--- src/rtl/s641_state_scan_ctrl_if.sv ---
// Bus between the s641 state/scan wrapper and the logic that drives it.
// Signal suffixes are taken from the wrapper's point of view.
interface s641_state_scan_ctrl_if #(
    parameter int NBITS = 19,
    parameter int PO_W  = 24,
    parameter int CNT_W = 16
);
    logic [NBITS-1:0] ns_i;
    logic [NBITS-1:0] ps_o;
    logic [PO_W-1:0]  po_i;
    logic             scan_en_i;
    logic             scan_in_i;
    logic             scan_out_o;
    logic             run_start_i;
    logic [CNT_W-1:0] run_len_i;
    logic             misr_en_i;
    logic             misr_clr_i;
    logic             busy_o;
    logic             done_o;
    logic [PO_W-1:0]  signature_o;

    modport master (
        output ns_i, po_i, scan_en_i, scan_in_i, run_start_i, run_len_i,
               misr_en_i, misr_clr_i,
        input  ps_o, scan_out_o, busy_o, done_o, signature_o
    );

    modport slave (
        input  ns_i, po_i, scan_en_i, scan_in_i, run_start_i, run_len_i,
               misr_en_i, misr_clr_i,
        output ps_o, scan_out_o, busy_o, done_o, signature_o
    );
endinterface

--- src/rtl/s641_state_scan_ctrl.sv ---
// Sequential wrapper for the combinational s641 core: state register with full scan,
// counted functional bursts and a MISR over the core's primary outputs.
module s641_state_scan_ctrl #(
    parameter int               NBITS       = 19,
    parameter int               PO_W        = 24,
    parameter int               CNT_W       = 16,
    parameter logic [NBITS-1:0] RESET_STATE = 19'h00000,
    parameter logic [PO_W-1:0]  MISR_SEED   = 24'h000000,
    parameter logic [PO_W-1:0]  MISR_POLY   = 24'hE10000
) (
    input  logic                  clk,
    input  logic                  rst,
    s641_state_scan_ctrl_if.slave bus
);

    typedef enum logic [1:0] {
        ST_IDLE = 2'd0,
        ST_RUN  = 2'd1,
        ST_DONE = 2'd2
    } state_e;

    state_e           state_q, state_d;
    logic [NBITS-1:0] ps_q, ps_d;
    logic [CNT_W-1:0] cnt_q, cnt_d;
    logic [PO_W-1:0]  sig_q, sig_d;
    logic             busy_q, busy_d;
    logic             done_q, done_d;
    logic             misr_upd_s;

    // Shift left with the tap parity feeding bit 0, then fold in the core outputs.
    function automatic logic [PO_W-1:0] misr_next(input logic [PO_W-1:0] sig,
                                                  input logic [PO_W-1:0] po);
        logic [PO_W-1:0] nxt;
        nxt = {sig[PO_W-2:0], ^(sig & MISR_POLY)} ^ po;
        return nxt;
    endfunction

    // Next-state, counter, state-register and signature computation.
    always_comb begin
        state_d    = state_q;
        ps_d       = ps_q;
        cnt_d      = cnt_q;
        misr_upd_s = 1'b0;
        case (state_q)
            ST_IDLE: begin
                if (bus.scan_en_i) begin
                    ps_d = {ps_q[NBITS-2:0], bus.scan_in_i};
                end else if (bus.run_start_i) begin
                    if (bus.run_len_i == {CNT_W{1'b0}}) begin
                        state_d = ST_DONE;
                    end else begin
                        cnt_d   = bus.run_len_i;
                        state_d = ST_RUN;
                    end
                end else begin
                    ps_d = ps_q;
                end
            end
            ST_RUN: begin
                ps_d       = bus.ns_i;
                cnt_d      = cnt_q - CNT_W'(1'b1);
                misr_upd_s = bus.misr_en_i;
                if (cnt_q == CNT_W'(1'b1)) begin
                    state_d = ST_DONE;
                end else begin
                    state_d = ST_RUN;
                end
            end
            ST_DONE: begin
                state_d = ST_IDLE;
            end
            default: begin
                state_d = ST_IDLE;
            end
        endcase

        // A clear wins over a same-cycle compaction.
        if (bus.misr_clr_i) begin
            sig_d = MISR_SEED;
        end else if (misr_upd_s) begin
            sig_d = misr_next(sig_q, bus.po_i);
        end else begin
            sig_d = sig_q;
        end

        busy_d = (state_d == ST_RUN);
        done_d = (state_d == ST_DONE);
    end

    // State, counter, signature and status registers.
    always_ff @(posedge clk or posedge rst) begin
        if (rst) begin
            state_q <= ST_IDLE;
            ps_q    <= RESET_STATE;
            cnt_q   <= {CNT_W{1'b0}};
            sig_q   <= MISR_SEED;
            busy_q  <= 1'b0;
            done_q  <= 1'b0;
        end else begin
            state_q <= state_d;
            ps_q    <= ps_d;
            cnt_q   <= cnt_d;
            sig_q   <= sig_d;
            busy_q  <= busy_d;
            done_q  <= done_d;
        end
    end

    assign bus.ps_o        = ps_q;
    assign bus.scan_out_o  = ps_q[NBITS-1];
    assign bus.signature_o = sig_q;
    assign bus.busy_o      = busy_q;
    assign bus.done_o      = done_q;

endmodule

--- src/flat_wrapper.sv ---
// flat-port wrapper written by rule: the top's interface ports become plain ports
module s641_state_scan_ctrl_flat 
#(
    parameter int               NBITS       = 19,
    parameter int               PO_W        = 24,
    parameter int               CNT_W       = 16,
    parameter logic [NBITS-1:0] RESET_STATE = 19'h00000,
    parameter logic [PO_W-1:0]  MISR_SEED   = 24'h000000,
    parameter logic [PO_W-1:0]  MISR_POLY   = 24'hE10000
)
  (clk, rst, bus_ns_i, bus_po_i, bus_scan_en_i, bus_scan_in_i, bus_run_start_i, bus_run_len_i, bus_misr_en_i, bus_misr_clr_i, bus_ps_o, bus_scan_out_o, bus_busy_o, bus_done_o, bus_signature_o);
  s641_state_scan_ctrl_if #(.NBITS(NBITS), .PO_W(PO_W), .CNT_W(CNT_W)) bus_i ();
  input  logic clk;
  input  logic rst;
  input wire logic [$bits(bus_i.ns_i)-1:0] bus_ns_i;
  input wire logic [$bits(bus_i.po_i)-1:0] bus_po_i;
  input wire logic [$bits(bus_i.scan_en_i)-1:0] bus_scan_en_i;
  input wire logic [$bits(bus_i.scan_in_i)-1:0] bus_scan_in_i;
  input wire logic [$bits(bus_i.run_start_i)-1:0] bus_run_start_i;
  input wire logic [$bits(bus_i.run_len_i)-1:0] bus_run_len_i;
  input wire logic [$bits(bus_i.misr_en_i)-1:0] bus_misr_en_i;
  input wire logic [$bits(bus_i.misr_clr_i)-1:0] bus_misr_clr_i;
  output wire logic [$bits(bus_i.ps_o)-1:0] bus_ps_o;
  output wire logic [$bits(bus_i.scan_out_o)-1:0] bus_scan_out_o;
  output wire logic [$bits(bus_i.busy_o)-1:0] bus_busy_o;
  output wire logic [$bits(bus_i.done_o)-1:0] bus_done_o;
  output wire logic [$bits(bus_i.signature_o)-1:0] bus_signature_o;
  assign bus_i.ns_i = bus_ns_i;
  assign bus_i.po_i = bus_po_i;
  assign bus_i.scan_en_i = bus_scan_en_i;
  assign bus_i.scan_in_i = bus_scan_in_i;
  assign bus_i.run_start_i = bus_run_start_i;
  assign bus_i.run_len_i = bus_run_len_i;
  assign bus_i.misr_en_i = bus_misr_en_i;
  assign bus_i.misr_clr_i = bus_misr_clr_i;
  assign bus_ps_o = bus_i.ps_o;
  assign bus_scan_out_o = bus_i.scan_out_o;
  assign bus_busy_o = bus_i.busy_o;
  assign bus_done_o = bus_i.done_o;
  assign bus_signature_o = bus_i.signature_o;
  s641_state_scan_ctrl #(.NBITS(NBITS), .PO_W(PO_W), .CNT_W(CNT_W), .RESET_STATE(RESET_STATE), .MISR_SEED(MISR_SEED), .MISR_POLY(MISR_POLY)) u_core (.clk(clk), .rst(rst), .bus(bus_i));
endmodule
--- config.mk ---
export PLATFORM = sky130hd
export DESIGN_NAME = s641_state_scan_ctrl_flat
export DESIGN_NICKNAME = d
export VERILOG_FILES = /design/src/rtl/s641_state_scan_ctrl_if.sv /design/src/rtl/s641_state_scan_ctrl.sv /design/src/flat_wrapper.sv
export SDC_FILE = /design/constraint.sdc
export NUM_CORES = 1
export LEC_CHECK = 0
export BUFFER_PORTS_ARGS = -buffer_cell sky130_fd_sc_hd__buf_2
export CAP_MARGIN = 20
export CORE_ASPECT_RATIO = 0.6
export CORE_UTILIZATION = 45
export CTS_CLUSTER_SIZE = 10
export DETAILED_ROUTE_END_ITERATION = 6
export GPL_TIMING_DRIVEN = 0
export PLACE_DENSITY = 0.76
export SLEW_MARGIN = 20
export SYNTH_ARGS = -nofsm -noshare
export SYNTH_HDL_FRONTEND = slang
export SYNTH_SLANG_ARGS = --single-unit
--- constraint.sdc ---
create_clock -name clk -period 2.1 [get_ports clk]
set_input_delay 0.105 -clock clk [delete_from_list [all_inputs] [get_ports clk]]
set_output_delay 0.105 -clock clk [all_outputs]
set_load 0.05 [all_outputs]
## Yosys cells after proc, flatten, opt, wreduce, memory -nomap -nowiden

Index checks and enable logic that the tools add are counted.

- Bits in registers: 63
- Input port bits: 66
- Output and inout bits: 46
- Word-level logic and storage cells: 37

- $add $sub $neg: 1
- Equality and inequality tests: 8
- Muxes and demuxes: 14
- Bitwise gates (word level): 1
- Reduce and logical (&&, ||, !) cells: 7

Operator list:

| cell | count |
|---|---|
| $mux 16 | 3 |
| $mux 24 | 2 |
| $pmux 19 s2 | 1 |
| $pmux 16 s2 | 1 |
| $reduce_xor 24->1 | 1 |
| $xor 24x24->24 | 1 |
| $mux 19 | 1 |
| $eq 16x1->1 const B | 1 |
| $logic_not 16->1 | 1 |
| $sub 16x1->16 const B | 1 |
| $mux 2 | 4 |
| $ne 2x2->1 const B | 4 |
| $eq 2x1->1 const B | 2 |
| $pmux 2 s2 | 1 |
| $reduce_and 4->1 | 1 |
| $reduce_bool 2->1 | 2 |
| $eq 2x2->1 const B | 1 |
| $logic_not 2->1 | 1 |
| $reduce_and 2->1 | 1 |
| $mux 1 | 1 |

## Depth between registers and ports, before layout

- Word-level depth: 6
- Mapped depth: 6
- Mapped depth without buffers: 6

## Worst setup path before layout

No wires, ideal clock.

- Path kind: register to register
- Start point: reg u_core.cnt_q[2]
- End point: reg u_core.done_q (netlist: u_core.bus.done_o)
- Setup time: 0.078 ns
- Data arrival time: 1.998 ns
- Data required time: 2.022 ns
- Slack: 0.024 ns
- Cell stages (with the launch flop): 6
- Path buffers: 1
- Clock period less this slack: 2.076 ns
- Path through: dfrtp_1 -> or4_1 -> buf_2 -> or4b_1 -> or3_1 -> a21oi_1

- Longest elaborated chain between the ends: 4

Ends and longest elaborated chain:

| what | RTL line | text |
|---|---|---|
| start: declaration | s641_state_scan_ctrl.sv:24 | `logic [CNT_W-1:0] cnt_q, cnt_d;` |
| start signal: assignment | s641_state_scan_ctrl.sv:95 | `cnt_q <= {CNT_W{1'b0}};` |
| start signal: assignment | s641_state_scan_ctrl.sv:102 | `cnt_q <= cnt_d;` |
| $eq 16x1->1 | s641_state_scan_ctrl.sv:63 | `if (cnt_q == CNT_W'(1'b1)) begin` |
| $mux 2 | s641_state_scan_ctrl.sv:63 |  |
| $pmux 2 s2 | s641_state_scan_ctrl.sv:44 | `case (state_q)` |
| $eq 2x2->1 | s641_state_scan_ctrl.sv:87 | `done_d = (state_d == ST_DONE);` |
| named net u_core.done_d | s641_state_scan_ctrl.sv:27 | `logic done_q, done_d;` |
| end signal: assignment | s641_state_scan_ctrl.sv:105 | `done_q <= done_d;` |
| end: declaration | s641_state_scan_ctrl.sv:27 |  |

The timed path passes the listed nets, and every way through them passes these cells.
A chain may end at the register's enable or synchronous reset.

## Final worst setup path

Ends and elaborated chain as after synthesis.

==> metrics.cfg <==
[cells_and_area]
finalInstanceArea_um2 = 4390
fin_util_pct = 64.4
antenna_cells = 0
nets = 530
instances_no_fill = 554
drive_above_1_share_pct = 33.0
area_growth_pct = 34.9

[power_and_ir_drop]
peakVddDrop_mv = 0.579
power.density_nw_per_um2 = 1170
power_mw = 5.12
p_leak_nw = 1.99

[clock_network]
cts_sinks = 63
clock_latency_ns = 0.32
clk_pin_slew_ns = 0.06
tritoncts = done
htreeDepth = 3
cts.path.max_buffers = 2
cts-buffers-inserted = 9
cts_root_buffer = clkbuf_16

[sta]
final.period_utilization_pct = 99.6
max-slew-margin-rel_pct = 53.0
timing.hold.ws_ns = 0.0146
fin_tns_setup_ns = 0
fmax_ghz = 0.478
finalSetupViolCount = 0
tightest_slew_ns = 0.703
hold_viol = 0
finClkSkew_ns = 0.00545
fin_ws_ns = 0.00932
min_period_ns = 2.09
report.final.slew_viol_count = 0

[synthesis]
async_flop_share_pct = 100
synth_fp_nets = 404
synth-simple-area-share_pct = 14.6
synthAdderAreaFrac_pct = 0.769
yosysWarningCount = 0
yosysSeqAreaShare_pct = 48.4
avgSynthCellArea_um2 = 9.69
synth_compound_area_share_pct = 23.9
synth_edf_count = 0
yosysMostFrequentCell = dfrtp_1
ys_ff_latch = 63
ys.flop_type = dfrtp_1
synth-xor-area-share_pct = 7.42
synth_commonest_cells = dfrtp_1 (63), nand2_1 (38), o31ai_1 (24), xnor2_1 (24), clkbuf_1 (23)
synth_top_cell_area_share_pct = 48.4
syn_area_um2 = 3260
synth_top_family_by_area = compound AO/OA/AOI/OAI gates
postSynthCellCount = 336
synthMuxAreaShare_pct = 0
post-synth-top-area-cell = dfrtp_1
synth_area_leaders = dfrtp_1 (48%), xnor2_1 (6.5%), o31ai_1 (5.5%), a22oi_1 (5.1%), nand2_1 (4.4%)
ys_types = 41

[routing]
first_iter_violations = 228
via_per_inst = 5.68
drc_errors = 10
wl_per_cell_um = 16.1
drtPass1Iterations = 7
num_vias = 3144
detail-route-antenna-nets = 0
wl_mm = 8.94

[floorplan]
io_pins = 112
dieWidth_um = 112
fp-row-count = 23
start_util_pct = 47.7
die_h_um = 67.9
die-area_um2 = 7590
coreArea_um2 = 6820

[placement]
post-place-cells = 534
gp_congestion = 0.899
dp_slack_ns = -0.320
portBuffers = 110
place_area_um2 = 3950
hpwl_mm = 6.26

[critical_path]
rr_worst_depth = 5
critPathLaunchType = flip-flop
path_class = flip-flop to flip-flop
crit_required_ns = 2.35
worstPathMaxFanout = 2
crit_path_end_kind = flip-flop
r2r_slack_ns = 0.009
cp.arrival_ns = 2.34

[status]
violations = DRC
outcome = finished with violations

[global_route]
antenna_found_initial = 0
grt_max_degree = 49
grt_overflow = 0
grt_pass1_vias = 2896
grt_pass1_wl_mm = 14.2
track_usage_pct = 24.2

[min_path]
hold_depth = 3
hold_path.class = input pin to flip-flop

[flow_run]
maxCapViolations = 0

state kept, by name, summed over array words and instances, names as in the netlist:
register                cells
u_core.state_q              2
u_core.cnt_q               16
u_core.bus.signature_o     24
u_core.bus.done_o           1
u_core.bus.ps_o            19
u_core.bus.busy_o           1
layout by cell type (no fill, tap or decap), drive strengths merged, types with 4 or more instances in the layout:
cell and count:
inv 15, nand2 38, or3 4, nor2b 13, a21oi 19, xnor2 24
a32oi 6, o21ai 23, nor3 5, a211oi 4, a22oi 22, o31a 5
buf 118, clkbuf 32, a221oi 4, dfrtp 63, o31ai 24, nor4 11
path summary, 6_finish.rpt:
check,start,end
max,u_core.cnt_q[2],u_core.bus.done_o
min,bus_ns_i[10],u_core.bus.ps_o[10]
max reg2reg,u_core.cnt_q[2],u_core.bus.done_o
min reg2reg,u_core.bus.ps_o[3],u_core.bus.ps_o[3]
max in group asynchronous,rst,u_core.state_q[0]
min in group asynchronous,rst,u_core.bus.ps_o[12]
report_power, final:
group / internal (mW) / total [mW] / leakage, nW / switching (mW)
Combinational: 0.576 / 1.65 / 1.06 / 1.07
Clock: 1.08 / 1.64 / 0.155 / 0.561
Sequential: 1.51 / 1.83 / 0.770 / 0.321
kinds of logic after synthesis:
kind of cell	count (synthesis)
flip-flops	63
AO/OA/AOI/OAI	114
XOR/XNOR	26
adder cells (fa/ha/maj)	2
buffers and inverters	41
AND/OR/NAND/NOR	90
final cells by class:
cell class	instances	area (µm²)
fill	578	2430
buffer	26	123
tap	87	109
inverter	14	55.1
clock buffer	10	239
clock inverter	6	92.6
sequential	63	1580
multi-input combinational	232	1570
timing repair buffer	116	621
what timing repair did:
action | 4_1_cts | 5_1_grt
setup buffers | 3 | 0
endpoints found under the hold margin | 16 | 0
setup endpoints to repair | 40 | 45
gates resized for setup | 8 | 23
pin swaps | 0 | 5
hold buffers | 2 | 0
layer usage:
layer,GRT usage (%),share of wire [%]
met3,6.11,7.4
met5,0,0
met4,7.43,1.1
met2,36.5,44
met1,34.4,48
worst max-delay path, cell delays in order, from the launching register on:
cell and delay (ns):
dfrtp_1 0.38, or4_4 0.54, buf_6 0.13, or4b_4 0.48, or3_4 0.36, a21oi_2 0.14
No activity file was read; power rests on OpenSTA's default activity.
